**config.mk**
```make
export PLATFORM = sky130hd
export DESIGN_NAME = seq_booth_multiplier_flat
export DESIGN_NICKNAME = d
export VERILOG_FILES = /design/src/rtl/seq_booth_multiplier_if.sv /design/src/rtl/seq_booth_multiplier.sv /design/src/flat_wrapper.sv
export SDC_FILE = /design/constraint.sdc
export NUM_CORES = 1
export LEC_CHECK = 0
export BUFFER_PORTS_ARGS = -buffer_cell sky130_fd_sc_hd__buf_2
export CORE_UTILIZATION = 55
export DETAILED_ROUTE_END_ITERATION = 16
export PLACE_DENSITY = 0.75
export SLEW_MARGIN = 20
export SYNTH_ARGS = -nofsm -noshare
export SYNTH_HDL_FRONTEND = slang
export SYNTH_SLANG_ARGS = --single-unit
export TNS_END_PERCENT = 30
```
**constraint.sdc**
```tcl
create_clock -name clk -period 5.11 [get_ports clk]
set_clock_uncertainty 0.2 [all_clocks]
set_input_delay 0.2555 -clock clk [delete_from_list [all_inputs] [get_ports clk]]
set_output_delay 0.2555 -clock clk [all_outputs]
set_load 0.03 [all_outputs]
```
**src/rtl/seq_booth_multiplier_if.sv**
```systemverilog
// Handshake and result bundle between the requester (master) and seq_booth_multiplier (slave).
// The overflow signal exists only when SEQ_MUL_OVERFLOW_EN is defined.
interface seq_booth_multiplier_if #(
    parameter int WIDTH = 32
);
    logic                 start;
    logic                 signed_mode;
    logic [WIDTH-1:0]     a;
    logic [WIDTH-1:0]     b;
    logic                 ready;
    logic                 busy;
    logic                 done;
    logic [2*WIDTH-1:0]   product;
`ifdef SEQ_MUL_OVERFLOW_EN
    logic                 overflow;
`endif

    modport master (
        output start, signed_mode, a, b,
`ifdef SEQ_MUL_OVERFLOW_EN
        input  overflow,
`endif
        input  ready, busy, done, product
    );

    modport slave (
        input  start, signed_mode, a, b,
`ifdef SEQ_MUL_OVERFLOW_EN
        output overflow,
`endif
        output ready, busy, done, product
    );
endinterface

```
**src/rtl/seq_booth_multiplier.sv**
```systemverilog
// Sequential radix-2 Booth multiplier, one step per clock, signed or unsigned operands.
// Optional registered overflow flag enabled by defining SEQ_MUL_OVERFLOW_EN.
module seq_booth_multiplier #(
    parameter int WIDTH = 32
) (
    input  logic                 clk,
    input  logic                 reset,
    seq_booth_multiplier_if.slave bus
);
    localparam int CW = $clog2(WIDTH + 2);

    typedef enum logic [1:0] {
        IDLE = 2'd0,
        RUN  = 2'd1,
        DONE = 2'd2
    } state_t;

    state_t             state, state_next;
    logic               ready, busy, done;
    logic               accept, last_step;

    logic [WIDTH:0]     a_ext, acc, sum, acc_step;
    logic [WIDTH+1:0]   q, q_step;
    logic [CW-1:0]      cnt;
    logic [2*WIDTH-1:0] product_r, result;
`ifdef SEQ_MUL_OVERFLOW_EN
    logic               sgn;
    logic               overflow_r;
`endif

    always_ff @(posedge clk) begin
        if (reset) state <= IDLE;
        else       state <= state_next;
    end

    always_comb begin
        state_next = state;
        ready      = 1'b0;
        busy       = 1'b0;
        done       = 1'b0;
        accept     = 1'b0;
        last_step  = 1'b0;
        case (state)
            IDLE: begin
                ready = 1'b1;
                if (bus.start) begin
                    accept     = 1'b1;
                    state_next = RUN;
                end
            end
            RUN: begin
                busy = 1'b1;
                if (cnt == CW'(1)) begin
                    last_step  = 1'b1;
                    state_next = DONE;
                end
            end
            DONE: begin
                done       = 1'b1;
                state_next = IDLE;
            end
            default: state_next = IDLE;
        endcase
    end

    // Partial sums never exceed |a| in magnitude, so WIDTH+1 bits hold them exactly.
    always_comb begin
        case (q[1:0])
            2'b01:   sum = acc + a_ext;
            2'b10:   sum = acc - a_ext;
            default: sum = acc;
        endcase
        acc_step = {sum[WIDTH], sum[WIDTH:1]};
        q_step   = {sum[0], q[WIDTH+1:1]};
        result   = {acc_step[WIDTH-2:0], q_step[WIDTH+1:1]};
    end

    always_ff @(posedge clk) begin
        if (reset) begin
            a_ext      <= '0;
            acc        <= '0;
            q          <= '0;
            cnt        <= '0;
            product_r  <= '0;
`ifdef SEQ_MUL_OVERFLOW_EN
            sgn        <= 1'b0;
            overflow_r <= 1'b0;
`endif
        end else if (accept) begin
            a_ext <= {bus.signed_mode & bus.a[WIDTH-1], bus.a};
            acc   <= '0;
            q     <= {bus.signed_mode & bus.b[WIDTH-1], bus.b, 1'b0};
            cnt   <= CW'(WIDTH + 1);
`ifdef SEQ_MUL_OVERFLOW_EN
            sgn   <= bus.signed_mode;
`endif
        end else if (state == RUN) begin
            acc <= acc_step;
            q   <= q_step;
            cnt <= cnt - 1'b1;
            if (last_step) begin
                product_r <= result;
`ifdef SEQ_MUL_OVERFLOW_EN
                if (sgn)
                    overflow_r <= ~((&result[2*WIDTH-1:WIDTH-1]) | ~(|result[2*WIDTH-1:WIDTH-1]));
                else
                    overflow_r <= |result[2*WIDTH-1:WIDTH];
`endif
            end
        end
    end

    assign bus.ready   = ready;
    assign bus.busy    = busy;
    assign bus.done    = done;
    assign bus.product = product_r;
`ifdef SEQ_MUL_OVERFLOW_EN
    assign bus.overflow = overflow_r;
`endif
endmodule

```
**src/flat_wrapper.sv**
```systemverilog
// flat-port wrapper written by rule: the top's interface ports become plain ports
module seq_booth_multiplier_flat 
#(
    parameter int WIDTH = 32
)
  (clk, reset, bus_start, bus_signed_mode, bus_a, bus_b, bus_ready, bus_busy, bus_done, bus_product);
  seq_booth_multiplier_if #(.WIDTH(WIDTH)) bus_i ();
  input  logic clk;
  input  logic reset;
  input wire logic [$bits(bus_i.start)-1:0] bus_start;
  input wire logic [$bits(bus_i.signed_mode)-1:0] bus_signed_mode;
  input wire logic [$bits(bus_i.a)-1:0] bus_a;
  input wire logic [$bits(bus_i.b)-1:0] bus_b;
  output wire logic [$bits(bus_i.ready)-1:0] bus_ready;
  output wire logic [$bits(bus_i.busy)-1:0] bus_busy;
  output wire logic [$bits(bus_i.done)-1:0] bus_done;
  output wire logic [$bits(bus_i.product)-1:0] bus_product;
  assign bus_i.start = bus_start;
  assign bus_i.signed_mode = bus_signed_mode;
  assign bus_i.a = bus_a;
  assign bus_i.b = bus_b;
  assign bus_ready = bus_i.ready;
  assign bus_busy = bus_i.busy;
  assign bus_done = bus_i.done;
  assign bus_product = bus_i.product;
  seq_booth_multiplier #(.WIDTH(WIDTH)) u_core (.clk(clk), .reset(reset), .bus(bus_i));
endmodule
```
==> results.txt <==
* Outcome: finished clean
* Worst hold path type: primary input to flip-flop
- After floorplanning, the core was sized to cover 0.0158 sq mm.
* Part of the total power dissipated in sequential elements: 0.382
- 0 antenna diodes ended up in the layout.
- Entering global routing, the biggest net connects 82 pins.
- Worst reg2reg startpoint: u_core.a_ext[0]
* Via-to-Cell Ratio: 5.67
- Share of the synthesized area in the top cell type: 0.386
- In the final routed layout, each cell accounts on average for between 15 and 20 um.
- In this run the power density over the cells is approximately 360 mW/mm^2.
- For this run, the post-layout net count is 1402.
- The number of clock buffers added by TritonCTS is 17.
- The detail route stage leaves a number of antenna-violating nets equal to 0.
- The floorplan has 46 rows.
- The count of final max-slew check failures is 0.
* GR Overflow Total: 0
* Total routed wirelength: 24000 um
* Number of setup buffers added after CTS: 0
- Across all layers, the routed design uses 8657 vias.
- Setup violations remaining at the end of the flow were counted as 0.
- Async S/R FF share, synth: 0
- In the routed design, unresolved DRC markers number 0.
- In this run the worst setup path begins at u_core.a_ext[0].
- The tightest hold path in the finished design has a slack of 133 ps.
* Final weighted congestion in routability-driven placement: 0.964
- The root buffer cell chosen for the clock tree is clkbuf_16.
- Share of synthesized area occupied by flip-flops and latches: 0.386
* Flop and latch count out of synthesis: 171
* Min Tclk post-route: 4460 ps
* Area added between synthesis and finish: 23.1%
- After synthesis, the cell types taking the most area are dfxtp_1, a21oi_1, nand2_1, ha_1, xnor2_1.
* Starting Density: 0.561
- The biggest area contributor in the post-synthesis netlist is dfxtp_1.
- DRT Pass-1 Iters: 5
- Setup slack on the worst reg-to-reg path comes out at 650 ps.
- Pleak: 4.44 nW
- Internal power consumption: 2.56 mW
- Clock Latency Late Sink: about 440 ps
- Data arrival time at the worst-slack endpoint: 4580 ps
- Proportion of power drawn by the clock network: 0.343
- The mapped netlist covers 0.00887 sq mm.
- Headroom to the max-slew limit: 0.309
- Total number of yosys warnings: 0
- Clk sinks: 171
- The multi-input combinational cells in the finished layout cover a total of slightly above 0.005 sq mm.
- The worst setup path is of the flip-flop to flip-flop kind.
- The cell count after synthesis came out at between 1000 and 1500.
- Top FF cell, synth: dfxtp_1
* Quantity of gates resized following cts: 0
* CP required: 5230 ps
- Number of port buffers: 134
* Unrepaired setup endpoints after global routing: no
* IO Pins: 135
- In the finished design, the share of the clock period the worst path needs comes to 0.873.
- For this run, the total global-route usage over all layers was measured as 0.293.
- Combinational group share of total power: 0.274
* Drt initial violations: 601
- The analysis attributes to net switching a power of 1.32 mW.
- In the layout the commonest cells are nand2_1, dfxtp_1, a21oi_1.
- Along the worst path, the maximum fanout reaches 6.
- Detailed placer's ending HPWL: 16600 um
- VDD sags by at most between 0.0002 and 0.00025 V.
- Die outline height: ~130 um
- Final sum of negative setup slack: 0 ps
* Setup crit start kind: flip-flop
* Distinct cells, synth: 60
- Via count of the first global-routing pass: 7810
- Fraction of layout instances using a drive strength above 1: 0.150
- Across the whole layout, storage elements account for 0.00342 sq mm.
- The critical path ends at u_core.acc[25].
- The design draws 3.88 mW.
* FMAX: 224 MHz
- Share of the core filled with cells in the final layout: 0.690
- R2r endpoint: u_core.acc[25]
- The die is 129 um wide.
- Cells on worst reg2reg path: 13
- Most common cell after layout, fill and taps aside: nand2_1
- The die covers 0.0166 sq mm.
* Synthesized Nets: 1242
- STA classifies the critical path endpoint as a flip-flop.
* Reported max-cap violation count: 0
* Clock transition at the registers of the reported paths: 70 ps
* Clk buf depth: 2
- Number of failing hold endpoints at the final stage: 0
- Counting flops with a built-in enable in the synthesized netlist gives 0.
- Filler instances: 1351
- Switching share of total power: 0.341
- Tightest Pin Transition: 1040 ps
- TritonCTS built the clock tree.
- Initial antenna violation count: 0
- Post-synthesis area per instance: 7.80 sq um
* Number of levels in the clock H-tree: 4
- Global-route wire length before repair: 38700 um
==> registers in the layout (all words and copies together) (netlist names) <==
| register | count |
|---|---|
| u_core.a_ext | 33 |
| u_core.q | 34 |
| u_core.state | 2 |
| u_core.bus.product | 64 |
| u_core.acc | 32 |
| u_core.cnt | 6 |
==> area by class of cell <==
cell class                 count  area share
multi-input combinational    869       0.467
sequential                   171       0.314
timing repair buffer         212       0.130
clock buffer                  17      0.0390
tap                          216      0.0248
clock inverter                15      0.0163
inverter                      26     0.00894
==> power by group through the flow <==
stage / logic [mW] / clock network, mW / registers, mW
final: 1.07 / 1.33 / 1.48
after global routing: 1.17 / 1.41 / 1.50
after CTS: 1.05 / 1.35 / 1.48
after detailed placement: 1.01 / 0 / 1.51
after global placement: 1.00 / 0 / 1.51
after floorplan: 0.726 / 0 / 1.53
==> critical path, cell delays in order (launching register included) <==
cell	delay (ps)
dfxtp_1	350
or4_1	600
nor4b_2	420
and3_1	310
a21oi_1	100
xnor2_1	150
ha_1	390
nand4_1	210
a2111o_1	490
or2_4	280
a21oi_2	210
a211oi_2	100
xor2_1	180
a2111oi_2	360
==> metrics by stage <==
stage	instance area (sq um)	cells	worst slack, ps
CTS	10900	1526	664
finish	10900	1526	648
global placement	9650	1428	806
global route	10900	1526	411
floorplan	8870	1137	1190
detailed placement	9650	1428	701
==> cell usage after synthesis, types with 4 or more instances <==
master       n
a2111oi_2    5
a211oi_1    37
a21o_1      17
a21oi_1    160
a22oi_1     33
a31oi_1     11
and2_1       4
and3_1      11
buf_1        5
clkbuf_1    65
dfxtp_1    171
ha_1        36
inv_1       25
mux2i_1     12
nand2_1    209
nand2b_1     7
nand3_1      9
nand4_1      7
nor2_1     109
nor2b_1      4
nor3_1      22
nor4_1       5
o21a_1       5
o21ai_0     42
o31ai_1      6
or3_1        4
or4_1        4
xnor2_1     47
xor2_1      10
==> worst min-delay path by stage <==
stage                           startpoint                     end  slack [ps]  cells past startpoint
floorplan                        bus_a[29]        u_core.a_ext[29]         190                      2
global placement    u_core.bus.product[20]  u_core.bus.product[20]         240                      2
detailed placement  u_core.bus.product[22]  u_core.bus.product[22]         240                      2
CTS                                  reset            u_core.q[22]         120                      2
global route                         reset            u_core.q[22]         130                      2
finish                               reset  u_core.bus.product[18]         130                      2
==> cells by family (layout without fill, tap and decap cells) <==
group	Yosys count	in the layout	synth area share
fa+ha+maj	37	37	0.0530
buf+inv	97	270	0.0412
xor+xnor	57	57	0.0563
compound gates	356	356	0.253
mux	13	13	0.0148
simple gates	406	406	0.196
flops	171	171	0.386
==> routing by layer <==
layer / share of wire / track usage / up-vias
li1: - / - / 4339
met1: 0.48 / 0.417 / 4044
met2: 0.45 / 0.461 / 251
met3: 0.053 / 0.0421 / 23
met4: 0.012 / 0.0796 / 0
met5: 0 / 0 / -
==> timing repair <==
item | in CTS | in global routing
endpoints found under the setup margin | 0 | 0
hold buffers | 66 | 0
hold endpoints to repair | 66 | 0
(Power assumes the default switching activity.)
